## config.mk

```make
export PLATFORM = sky130hd
export DESIGN_NAME = arb_requester
export DESIGN_NICKNAME = d
export VERILOG_FILES = /design/src/rtl/arb_requester_pkg.sv /design/src/rtl/arb_requester_job_fifo.sv /design/src/rtl/arb_requester.sv
export SDC_FILE = /design/constraint.sdc
export NUM_CORES = 1
export LEC_CHECK = 0
export BUFFER_PORTS_ARGS = -buffer_cell sky130_fd_sc_hd__buf_2
export CAP_MARGIN = 20
export CORE_ASPECT_RATIO = 1.25
export CORE_UTILIZATION = 55
export CTS_BUF_LIST = sky130_fd_sc_hd__clkbuf_2
export DETAILED_ROUTE_END_ITERATION = 7
export GPL_TIMING_DRIVEN = 0
export PLACE_DENSITY = 0.72
export SLEW_MARGIN = 25
export SYNTH_ARGS = -nofsm -noshare
export SYNTH_HDL_FRONTEND = slang
export SYNTH_SLANG_ARGS = --single-unit
```

## constraint.sdc

```tcl
create_clock -name clk -period 3.4 [get_ports clk]
set_input_delay 0.68 -clock clk [delete_from_list [all_inputs] [get_ports clk]]
set_output_delay 0.68 -clock clk [all_outputs]
set_load 0.01 [all_outputs]
```

## src/rtl/arb_requester_pkg.sv

```systemverilog
// Shared types for the token-arbiter client side: requester FSM states and the
// arbiter selection code used by top-level wiring.
package arb_requester_pkg;

   typedef enum logic [1:0] {
      IDLE    = 2'd0,
      REQUEST = 2'd1,
      XFER    = 2'd2,
      RELEASE = 2'd3
   } requester_state;

   typedef enum logic [1:0] {
      SEL_NONE = 2'd0,
      SEL_A    = 2'd1,
      SEL_B    = 2'd2,
      SEL_C    = 2'd3
   } selection;

   // One-hot {C,B,A} view of a selection, for driving per-requester grant lines.
   function automatic logic [2:0] sel_onehot(input selection s);
      logic [2:0] oh;
      oh = 3'b000;
      case (s)
         SEL_A:   oh = 3'b001;
         SEL_B:   oh = 3'b010;
         SEL_C:   oh = 3'b100;
         default: oh = 3'b000;
      endcase
      return oh;
   endfunction

endpackage

```

## src/rtl/arb_requester_job_fifo.sv

```systemverilog
// Job length FIFO: DEPTH x LEN_W storage, wrap-around pointers, occupancy count,
// flushed by synchronous reset. Head entry is visible combinationally.
module job_fifo
   import arb_requester_pkg::*;
#(
   parameter int DEPTH = 4,
   parameter int LEN_W = 4,
   parameter int CNT_W = $clog2(DEPTH + 1)
) (
   input  logic             clk,
   input  logic             rst,
   input  logic             push,
   input  logic [LEN_W-1:0] wdata,
   input  logic             pop,
   output logic [LEN_W-1:0] head,
   output logic [CNT_W-1:0] count
);

   localparam int PTR_W = $clog2(DEPTH);

   logic [LEN_W-1:0] mem_q [DEPTH];
   logic [PTR_W-1:0] wr_ptr_q, wr_ptr_d;
   logic [PTR_W-1:0] rd_ptr_q, rd_ptr_d;
   logic [CNT_W-1:0] count_q, count_d;
   logic             push_ok, pop_ok;

   assign push_ok = push && (count_q != CNT_W'(DEPTH));
   assign pop_ok  = pop && (count_q != '0);

   always_comb begin
      wr_ptr_d = wr_ptr_q;
      rd_ptr_d = rd_ptr_q;
      count_d  = count_q;
      if (push_ok) wr_ptr_d = wr_ptr_q + PTR_W'(1);
      if (pop_ok)  rd_ptr_d = rd_ptr_q + PTR_W'(1);
      case ({push_ok, pop_ok})
         2'b10:   count_d = count_q + CNT_W'(1);
         2'b01:   count_d = count_q - CNT_W'(1);
         default: count_d = count_q;
      endcase
   end

   always_ff @(posedge clk) begin
      if (rst) begin
         wr_ptr_q <= '0;
         rd_ptr_q <= '0;
         count_q  <= '0;
      end else begin
         wr_ptr_q <= wr_ptr_d;
         rd_ptr_q <= rd_ptr_d;
         count_q  <= count_d;
      end
   end

   // Storage needs no reset: the pointers alone define which entries are live.
   always_ff @(posedge clk) begin
      if (push_ok) mem_q[wr_ptr_q] <= wdata;
   end

   assign head  = mem_q[rd_ptr_q];
   assign count = count_q;

endmodule

```

## src/rtl/arb_requester.sv

```systemverilog
// Arbiter client: queues transfer jobs and runs req/ack per job.
// Optional grant-wait abort when ARB_REQ_TIMEOUT_EN is defined.
module arb_requester
   import arb_requester_pkg::*;
#(
   parameter int DEPTH   = 4,
   parameter int LEN_W   = 4,
   parameter int TIMEOUT = 16
) (
   input  logic                       clk,
   input  logic                       rst,
   input  logic                       job_valid,
   input  logic [LEN_W-1:0]           job_len,
   output logic                       job_ready,
   output logic                       req,
   input  logic                       ack,
   output logic                       done,
   output logic                       busy,
   output logic [$clog2(DEPTH+1)-1:0] count
`ifdef ARB_REQ_TIMEOUT_EN
   ,
   output logic                       timeout
`endif
);

   localparam int CNT_W = $clog2(DEPTH + 1);

   requester_state   state_q;
   logic             req_q, done_q, busy_q;
   logic [LEN_W-1:0] xfer_q;
   logic [LEN_W-1:0] head_len;
   logic [CNT_W-1:0] fifo_count;
   logic             push, pop;

`ifdef ARB_REQ_TIMEOUT_EN
   localparam int WAIT_W = $clog2(TIMEOUT + 1);
   logic [WAIT_W-1:0] wait_q;
   logic              abort_q, timeout_q;
`endif

   assign job_ready = (fifo_count < CNT_W'(DEPTH));
   assign push      = job_valid && job_ready;
`ifdef ARB_REQ_TIMEOUT_EN
   assign pop       = done_q || timeout_q;
`else
   assign pop       = done_q;
`endif

   job_fifo #(
      .DEPTH (DEPTH),
      .LEN_W (LEN_W),
      .CNT_W (CNT_W)
   ) u_fifo (
      .clk   (clk),
      .rst   (rst),
      .push  (push),
      .wdata (job_len),
      .pop   (pop),
      .head  (head_len),
      .count (fifo_count)
   );

   // The completed job stays in the FIFO until the cycle after the done/timeout
   // pulse, so IDLE must not start while that pop is still pending.
   always_ff @(posedge clk) begin
      if (rst) begin
         state_q   <= IDLE;
         req_q     <= 1'b0;
         done_q    <= 1'b0;
         busy_q    <= 1'b0;
         xfer_q    <= '0;
`ifdef ARB_REQ_TIMEOUT_EN
         wait_q    <= '0;
         abort_q   <= 1'b0;
         timeout_q <= 1'b0;
`endif
      end else begin
         done_q    <= 1'b0;
`ifdef ARB_REQ_TIMEOUT_EN
         timeout_q <= 1'b0;
`endif
         case (state_q)
            IDLE: begin
               req_q <= 1'b0;
               if ((fifo_count != '0) && !ack && !pop) begin
                  state_q <= REQUEST;
                  busy_q  <= 1'b1;
`ifdef ARB_REQ_TIMEOUT_EN
                  wait_q  <= '0;
`endif
               end
            end
            REQUEST: begin
               req_q <= 1'b1;
               if (ack) begin
                  state_q <= XFER;
                  xfer_q  <= head_len;
               end
`ifdef ARB_REQ_TIMEOUT_EN
               else if (wait_q == WAIT_W'(TIMEOUT)) begin
                  state_q <= RELEASE;
                  req_q   <= 1'b0;
                  abort_q <= 1'b1;
               end else begin
                  wait_q  <= wait_q + WAIT_W'(1);
               end
`endif
            end
            XFER: begin
               // A dropped ack here is a controller error; the window still runs out.
               if (xfer_q == '0) begin
                  state_q <= RELEASE;
                  req_q   <= 1'b0;
               end else begin
                  req_q   <= 1'b1;
                  xfer_q  <= xfer_q - LEN_W'(1);
               end
            end
            RELEASE: begin
               req_q <= 1'b0;
               if (!ack) begin
                  state_q <= IDLE;
                  busy_q  <= 1'b0;
`ifdef ARB_REQ_TIMEOUT_EN
                  if (abort_q) timeout_q <= 1'b1;
                  else         done_q    <= 1'b1;
                  abort_q <= 1'b0;
`else
                  done_q  <= 1'b1;
`endif
               end
            end
            default: begin
               state_q <= IDLE;
               req_q   <= 1'b0;
               busy_q  <= 1'b0;
            end
         endcase
      end
   end

   assign req   = req_q;
   assign done  = done_q;
   assign busy  = busy_q;
   assign count = fifo_count;
`ifdef ARB_REQ_TIMEOUT_EN
   assign timeout = timeout_q;
`endif

endmodule

```

* Word level (Yosys, flattened, before mapping)
Memory sizes are Yosys's and may differ from the RTL's. A register that Yosys moved wholly into a read port is not among the register bits.
Index checks and enable logic that the tools add are counted.
W data, S select, Z words.
** Word-level totals
- Memories :: 1
- Output and inout bits :: 7
- Bits in writable memories :: 16
- Bits of input ports :: 8
- Flip-flop bits (word level) :: 16
** Cells by class
- Add/sub/neg operators :: 5
- Bitwise operators :: 1
- Reductions and logical operators :: 18
- Order comparisons :: 1
- Mux-type cells :: 19
- Equality and inequality tests :: 11
** Memory list
- u_fifo.mem_q :: words 4, width 4, rd ports 1, clocked after Yosys merged registers in 1, wr ports 1, line arb_requester_job_fifo.sv:21 : logic [LEN_W-1:0] mem_q [DEPTH];
** Operators by type and width (number)
- $mux W2 :: 6
- $ne A2 B2 Y1 const B :: 5
- $mux W4 :: 2
- $pmux W2 S4 :: 1
- $pmux W4 S2 :: 1
- $eq A2 B2 Y1 const B :: 3
- $mux W1 :: 6
- $pmux W3 S2 :: 1
- $reduce_and A3 Y1 :: 2
- $reduce_bool A2 Y1 :: 3
- $logic_and A1 B1 Y1 :: 5
- $add A2 B1 Y2 const B :: 2
- $eq A2 B1 Y1 const B :: 2
- $logic_not A4 Y1 :: 1
- $reduce_and A4 Y1 :: 1
- $reduce_or A2 Y1 :: 2
- $sub A4 B1 Y4 const B :: 1
- $add A3 B1 Y3 const B :: 1
- $lt A3 B3 Y1 const B :: 1
- $ne A3 B3 Y1 const B :: 1
- $pmux W1 S3 :: 1
- $reduce_bool A3 Y1 :: 1
- $sub A3 B1 Y3 const B :: 1
- $logic_not A1 Y1 :: 2
- other kinds (3) :: 3

* Logic depth before layout (Yosys ltp)
Gate-level depths: netlist of the first run.
- Word-level depth :: 5
- Mapped depth :: 9
- Depth with buffers taken out :: 8

* Modules after synthesis
Synthesis of the first run repeated with hierarchy kept, for this count alone.
** Second synthesis, totals
- Cells, all modules :: 135
- Area, all modules :: 1617.8 um^2
** By module, submodules not included
- job_fifo :: sequential area each 660.6 um^2, cells an instance 70, times used 1, area an instance 1059.8 um^2
- arb_requester :: sequential area each 180.2 um^2, cells an instance 65, times used 1, area an instance 558.0 um^2

* Worst setup path before layout of the first run
Ideal clock, no wire load.
- Path kind :: input to register
- From :: input job_valid
- To :: register u_fifo.count_q[2] (netlist: u_fifo.count[2])
- Path slack :: 1.179 ns
- Cell stages on the path :: 9
- Arrival time :: 2.150 ns
- Cells stage by stage :: nor2b_1 clkbuf_1 inv_1 ha_1 inv_1 fa_1 xor2_1 or3_1 a21oi_1
** Between the ends
- Longest elaborated chain between the ends :: 4
- Elaborated cells between the ends (all ways) :: 6
- Those cells by class :: 2 x eq/ne; 1 x mux; 3 x reduce/logical
** Ends and longest elaborated chain
- from (decl) :: line arb_requester.sv:12 : input logic job_valid,
- $logic_and A1 B1 Y1 (*) :: line arb_requester.sv:42 : assign push = job_valid && job_ready;
- $logic_and A1 B1 Y1 (*) :: line arb_requester_job_fifo.sv:27 : assign push_ok = push && (count_q != CNT_W'(DEPTH));
- $eq A2 B1 Y1 or $eq A2 B2 Y1 (tied branches) :: line arb_requester_job_fifo.sv:36 : case ({push_ok, pop_ok})
- $pmux W3 S2 or $reduce_bool A2 Y1 (tied branches)
- to (signal assigned) :: line arb_requester_job_fifo.sv:51 : count_q <= count_d;
- to (decl) :: line arb_requester_job_fifo.sv:24 : logic [CNT_W-1:0] count_q, count_d;
Mark *: on every way between the ends. The rest lies on a longest branch, timed or not.
A chain may end at the register's enable or synchronous reset.

* Worst setup path in the final report of the first run
- From :: register u_fifo.count_q[2] (netlist: u_fifo.count[2])
- To :: register u_fifo.count_q[2] (netlist: u_fifo.count[2])
** Between the ends
- Longest elaborated chain between the ends :: 5
- Elaborated cells between the ends (all ways) :: 12
- Those cells by class :: 2 x add/sub; 1 x order compare; 3 x eq/ne; 1 x mux; 5 x reduce/logical
** Ends and longest elaborated chain
- $lt A3 B3 Y1 :: line arb_requester.sv:41 : assign job_ready = (fifo_count < CNT_W'(DEPTH));
- $logic_and A1 B1 Y1 :: line arb_requester.sv:42
- $logic_and A1 B1 Y1 :: line arb_requester_job_fifo.sv:27
- $eq A2 B1 Y1 or $eq A2 B2 Y1 (tied branches) :: line arb_requester_job_fifo.sv:36
- $pmux W3 S2 or $reduce_bool A2 Y1 (tied branches)
Several ways; a longest one is shown, not always the timed one.

==> results of run 1 <==
[stage by stage]
| stage | hold slack, ns | area, um^2 | worst slack [ns] | instances | utilization [%] |
|---|---|---|---|---|---|
| 2_1_floorplan | 0.4467 | 1595 | 1.179 | 135 | - |
| 3_3_place_gp | 0.4632 | 1708 | 1.010 | 183 | 63.11 |
| 3_5_place_dp | 0.4631 | 1708 | 0.9112 | 183 | 63.11 |
| 4_1_cts | 0.4711 | 1797 | 1.279 | 191 | 66.39 |
| 5_1_grt | 0.4691 | 1797 | 1.134 | 191 | 66.39 |
| 6_report | 0.4873 | 1797 | 1.290 | 191 | 66.39 |
[power groups by stage]
stage / registers (mW) / clock network (mW) / logic [mW]
CTS: 0.508 / 0.342 / 0.270
global placement: 0.515 / 0 / 0.256
global route: 0.515 / 0.357 / 0.306
detailed placement: 0.518 / 0 / 0.265
floorplan: 0.516 / 0 / 0.205
finish: 0.507 / 0.330 / 0.267
[path summary, 6_finish.rpt]
kind	endpoint	startpoint	slack [ns]
max	u_fifo.count[2]	u_fifo.count[2]	1.29
min	xfer_q[1]	xfer_q[1]	0.49
min reg2reg	xfer_q[1]	xfer_q[1]	0.49
max reg2reg	u_fifo.count[2]	u_fifo.count[2]	1.29
[flip-flops by register name (all words and copies together) (netlist names), named ones only]
| register | count |
|---|---|
| xfer_q | 4 |
| u_fifo.count | 3 |
| u_fifo.mem_q | 16 |
| req | 1 |
| done | 1 |
| u_fifo.rd_ptr_q | 2 |
| state_q | 2 |
| u_fifo.wr_ptr_q | 2 |
| busy | 1 |
[critical path, cell delays in order (launching register included)]
cell and delay, ns:
dfxtp_1 0.46, nor2b_1 0.07, clkbuf_1 0.18, inv_1 0.09
ha_1 0.18, inv_1 0.06, fa_1 0.37, xor2_1 0.16
or3_1 0.32, a21oi_1 0.16
[final cells by class]
type | instances | area share [%]
sequential | 34 | 46.80
multi-input combinational | 84 | 37.60
timing repair buffer | 14 | 3.900
clock inverter | 3 | 3.552
inverter | 13 | 2.716
tap | 34 | 2.368
buffer | 4 | 1.671
clock buffer | 5 | 1.393
[layer usage]
| layer | global-route usage, % | share of wire (%) | up-vias |
|---|---|---|---|
| met3 | 5.882 | 3.2 | 7 |
| li1 | - | - | 507 |
| met1 | 23.04 | 42 | 470 |
| met5 | 0 | 0 | - |
| met2 | 31.00 | 52 | 11 |
| met4 | 8.571 | 2.0 | 0 |
[cell families after synthesis]
kind of cell	after synthesis	share of synthesized area [%]
flops	34	52.71
mux	6	7.372
buf+inv	17	4.941
fa+ha+maj	12	9.882
compound gates	21	9.176
simple gates	40	13.18
xor+xnor	5	2.746
[cells in the final DEF, fill, tap and decap left out, types with 2 or more instances in the layout]
| master | count |
|---|---|
| edfxtp_1 | 16 |
| ha_1 | 11 |
| or3_1 | 3 |
| xnor2_1 | 2 |
| o21ai_0 | 2 |
| clkbuf_1 | 2 |
| inv_2 | 3 |
| buf_2 | 14 |
| a211oi_1 | 2 |
| mux4_2 | 2 |
| and2_1 | 5 |
| clkinv_1 | 2 |
| nand2b_1 | 7 |
| mux4_1 | 2 |
| dfxtp_1 | 18 |
| inv_1 | 9 |
| nor2_1 | 16 |
| o21ai_1 | 2 |
| bufinv_16 | 2 |
| clkbuf_2 | 5 |
| nand2_1 | 4 |
| xor2_1 | 3 |
| a21oi_1 | 7 |
| mux2i_1 | 2 |
| buf_6 | 2 |
==> flow_metrics.py, run 1 <==
metrics = {
    "floorplan": {
        "die_h_um": 62.22,
        "pin_count": 15,
        "num_rows": 21,
        "core_area_um2": 2706,
        "initial_core_util_pct": 58.95,
        "die_area_um2": 3121,
        "die_w_um": 50.17,
    },
    "grt": {
        "grt_pass1_wl_mm": 4.381,
        "grt_pass1_vias": 1023,
        "grt_antenna_before_repair": 0,
        "grt_max_degree": 12,
        "grt_usage_pct": 19.19,
        "grt_overflow": 0,
    },
    "setup_path": {
        "cp.required_ns": 3.70,
        "critPathMaxFanout": 8,
        "rr_worst_depth": 9,
        "arrival_ns": 2.41,
        "start_kind": "register",
        "critical_path_class": "register to register",
        "cp-end-kind": "register",
    },
    "power_and_ir_drop": {
        "finalPower_mw": 1.105,
        "clock_power_share_pct": 29.9,
        "p_sw_uw": 310.7,
        "sw_frac_of_total_pct": 28.12,
        "seqPwrFrac_pct": 45.9,
        "power.density_cell_area_nw_per_um2": 614.9,
        "p_comb_share_pct": 24.2,
        "intPower_uw": 794.2,
        "p_leak_nw": 0.7060,
        "vdd_drop_max_v": 0.0005868,
    },
    "placed_design": {
        "hpwl_mm": 1.852,
        "gp_congestion": 0.7492,
        "port_buffers": 14,
    },
    "clocking": {
        "cts_hold_buf": 0,
        "path_clk_slew_ns": 0.18,
        "ctsResizeCount": 0,
        "clockBufferDepth": 2,
        "post-cts-setup-buffers": 0,
        "htreeDepth": 2,
        "cts_tree": "yes",
        "clock_latency_ns": 0.38,
        "numCtsBuffers": 5,
        "cts_root_buffer": "clkbuf_2",
        "cts_num_sinks": 34,
    },
    "logic_synthesis": {
        "async_reset_ff_share_pct": 0,
        "synth_common_cells": "dfxtp_1, edfxtp_1, nor2_1",
        "synth_warnings": 0,
        "syn_nets": 155,
        "netlist_area_um2": 1595,
        "synth_ff_type": "dfxtp_1",
        "synth_top_cell_by_area": "edfxtp_1",
        "synth_cell_types": 36,
        "synth_cells": 135,
        "synth_edf_count": 16,
        "yosysMostFrequentCell": "dfxtp_1",
        "synthTopCellsByArea": "edfxtp_1, dfxtp_1, ha_1",
        "synth_seq_area_share_pct": 52.71,
        "yosysTopAreaCellShare_pct": 30.12,
        "syn_area_per_cell_um2": 11.82,
        "synth-seq-cells": 34,
    },
    "timing": {
        "setup_tns_ns": 0,
        "hold_violations": 0,
        "setup_viol_count_final": 0,
        "rsz0062_at_grt": "false",
        "worst_pin_slew_ns": 0.5802,
        "fin_crit_ns": 2.110,
        "drv_slew": 0,
        "finClkSkew_ns": 0.01840,
        "post-route-period-util_pct": 62.07,
        "max_freq_ghz": 0.4739,
        "max_slew_margin_pct": 61.32,
    },
    "worst_hold_path": {
        "hold_class": "register to register",
        "hold_depth": 2,
    },
    "finish": {
        "nNetsFinal": 176,
        "multiInputGateArea_um2": 675.6,
        "regArea_um2": 840.8,
        "insertedDiodeCount": 0,
        "area_delta_synth_final_pct": 12.63,
        "n_fill_cell": 209,
        "drive_gt1_share_pct": 21.02,
    },
    "detailed_routing": {
        "via_per_inst": 5.209,
        "first_iter_violations": 14,
        "drc": 0,
        "vias": 995,
        "routed_wl_mm": 2.506,
        "ant_nets": 0,
        "firstDrtPassIters": 4,
        "wl_per_cell_um": 13.12,
    },
    "status": {
        "status": "completed",
    },
    "job": {
        "max-cap-violations": 0,
    },
}
(Power assumes the default switching activity.)
==> inputs of run 2 (changes only) <==
CORE_UTILIZATION = 54   (was 55)
PLACE_DENSITY = 0.74   (was 0.72)
clock period = 1.85 ns   (was 3.4 ns; I/O delays follow)
==> flow_metrics.py, run 2 (synthesized netlist as in run 1, its figures left out) <==
metrics = {
    "setup_path": {
        "worstSetupStartpoint": "u_fifo.count[2]",
        "rr_worst_depth": 7,
        "critical_path_class": "register to register",
        "cp.required_ns": 2.14,
        "start_kind": "register",
        "critPathMaxFanout": 6,
        "cp-end-kind": "register",
        "ff2ff_setup_slack_ns": 0.02,
        "regToRegEndpoint": "u_fifo.count[2]",
        "rr_startpoint": "u_fifo.count[2]",
        "crit_end": "u_fifo.count[2]",
        "arrival_ns": 2.12,
    },
    "grt": {
        "grt_antenna_before_repair": 0,
        "grt_overflow": 0,
        "grt_pass1_wl_mm": 4.505,
        "grt_max_degree": 12,
        "grt_pass1_vias": 1063,
        "grt_usage_pct": 19.48,
    },
    "finish": {
        "fin_util_pct": 66.48,
        "nNetsFinal": 179,
        "final_cell_mix": "nor2_1, edfxtp_1, buf_2",
        "largest_reg_flops": 16,
        "final-instance-count-excl-fill": 194,
        "regArea_um2": 852.1,
        "area_delta_synth_final_pct": 13.88,
        "multiInputGateArea_um2": 705.7,
        "insertedDiodeCount": 0,
        "design_area_um2": 1817,
        "drive_gt1_share_pct": 29.38,
        "regMostFlops": "u_fifo.mem_q",
        "n_fill_cell": 231,
    },
    "placed_design": {
        "port_buffers": 14,
        "hpwl_mm": 1.876,
        "gp_congestion": 0.7612,
        "postPlaceCellArea_um2": 1715,
        "place_ws_ns": -0.1882,
        "dp_cells": 183,
    },
    "detailed_routing": {
        "firstDrtPassIters": 4,
        "met1Wirelength_mm": 1.157,
        "routed_wl_mm": 2.642,
        "via_per_inst": 5.294,
        "top_layer_used": "met4",
        "vias": 1027,
        "routed-wl-met3_um": 83,
        "ant_nets": 0,
        "wl_per_cell_um": 13.62,
        "wl_met2_mm": 1.357,
        "drc": 0,
        "first_iter_violations": 32,
    },
    "timing": {
        "post-route-period-util_pct": 98.79,
        "rsz0062_at_grt": "true",
        "setup_tns_ns": 0,
        "fin_hold_ws_ns": 0.1940,
        "layout_setup_ws_ns": 0.02234,
        "fin_crit_ns": 1.828,
        "max_slew_margin_pct": 69.91,
        "max_freq_ghz": 0.5471,
        "worst_pin_slew_ns": 0.4513,
        "hold_violations": 0,
        "setup_viol_count_final": 0,
        "drv_slew": 0,
        "finClkSkew_ns": 0.02629,
    },
    "clocking": {
        "clockBufferDepth": 2,
        "numCtsBuffers": 5,
        "clock_latency_ns": 0.38,
        "cts_num_sinks": 34,
        "cts_root_buffer": "clkbuf_2",
        "cts_tree": "yes",
        "path_clk_slew_ns": 0.18,
        "cts_hold_buf": 0,
        "htreeDepth": 2,
    },
    "status": {
        "status": "completed",
    },
    "job": {
        "max-cap-violations": 0,
    },
    "floorplan": {
        "die_w_um": 50.62,
        "initial_core_util_pct": 58.38,
        "core_area_um2": 2733,
        "die_h_um": 62.77,
        "num_rows": 21,
        "pin_count": 15,
        "die_area_um2": 3177,
    },
    "worst_hold_path": {
        "hold_class": "input pin to register",
    },
    "power_and_ir_drop": {
        "vdd_drop_max_v": 0.0006092,
        "finalPower_mw": 1.788,
        "power.density_cell_area_nw_per_um2": 984.1,
        "p_leak_nw": 0.7126,
    },
}
-- run 2: timing repair --
item,in CTS,in global routing
buffers inserted,0,4
endpoints found under the setup margin,2,2
resized for setup,3,9
pin swaps,0,2
-- run 2: cell type report --
class,instances,share of cell area [%]
repair buffers,18,5.510
clock buffers,5,1.377
well taps,34,2.342
plain buffers,3,1.446
multi-input cells,84,38.84
flip-flops and latches,34,46.90
clock inverters,3,0.8953
inverters,13,2.686
-- run 2: per-layer routing --
metal | global-route usage (%) | vias to the layer above
li1 | - | 516
met1 | 22.17 | 488
met2 | 32.17 | 19
met3 | 5.839 | 4
met4 | 10.42 | 0
met5 | 0 | -
-- run 2: how the worst min path moves through the flow --
stage / start / end / slack, ns / depth (start not counted)
final: job_len[2] / u_fifo.mem_q[2][2] / 0.19 / 1
after CTS: job_len[2] / u_fifo.mem_q[2][2] / 0.17 / 1
after global routing: job_len[0] / u_fifo.mem_q[2][0] / 0.16 / 1
after global placement: xfer_q[1] / xfer_q[1] / 0.46 / 2
after detailed placement: xfer_q[1] / xfer_q[1] / 0.47 / 2
after floorplan: xfer_q[1] / xfer_q[1] / 0.45 / 2
-- run 2: power breakdown --
| part | switching (mW) | total, mW | leakage, nW | internal, mW |
|---|---|---|---|---|
| Clock | 0.252 | 0.338 | 0.0264 | 0.0863 |
| Combinational | 0.279 | 0.513 | 0.390 | 0.234 |
| Sequential | 0.0607 | 0.937 | 0.296 | 0.876 |
-- run 2: worst max-delay path, cell delays in order (launching register included) --
cell     delay (ns)
dfxtp_4        0.41
o31a_4         0.14
ha_2           0.18
inv_1          0.05
fa_2           0.33
xor2_1         0.15
or3_1          0.39
a21oi_2        0.12
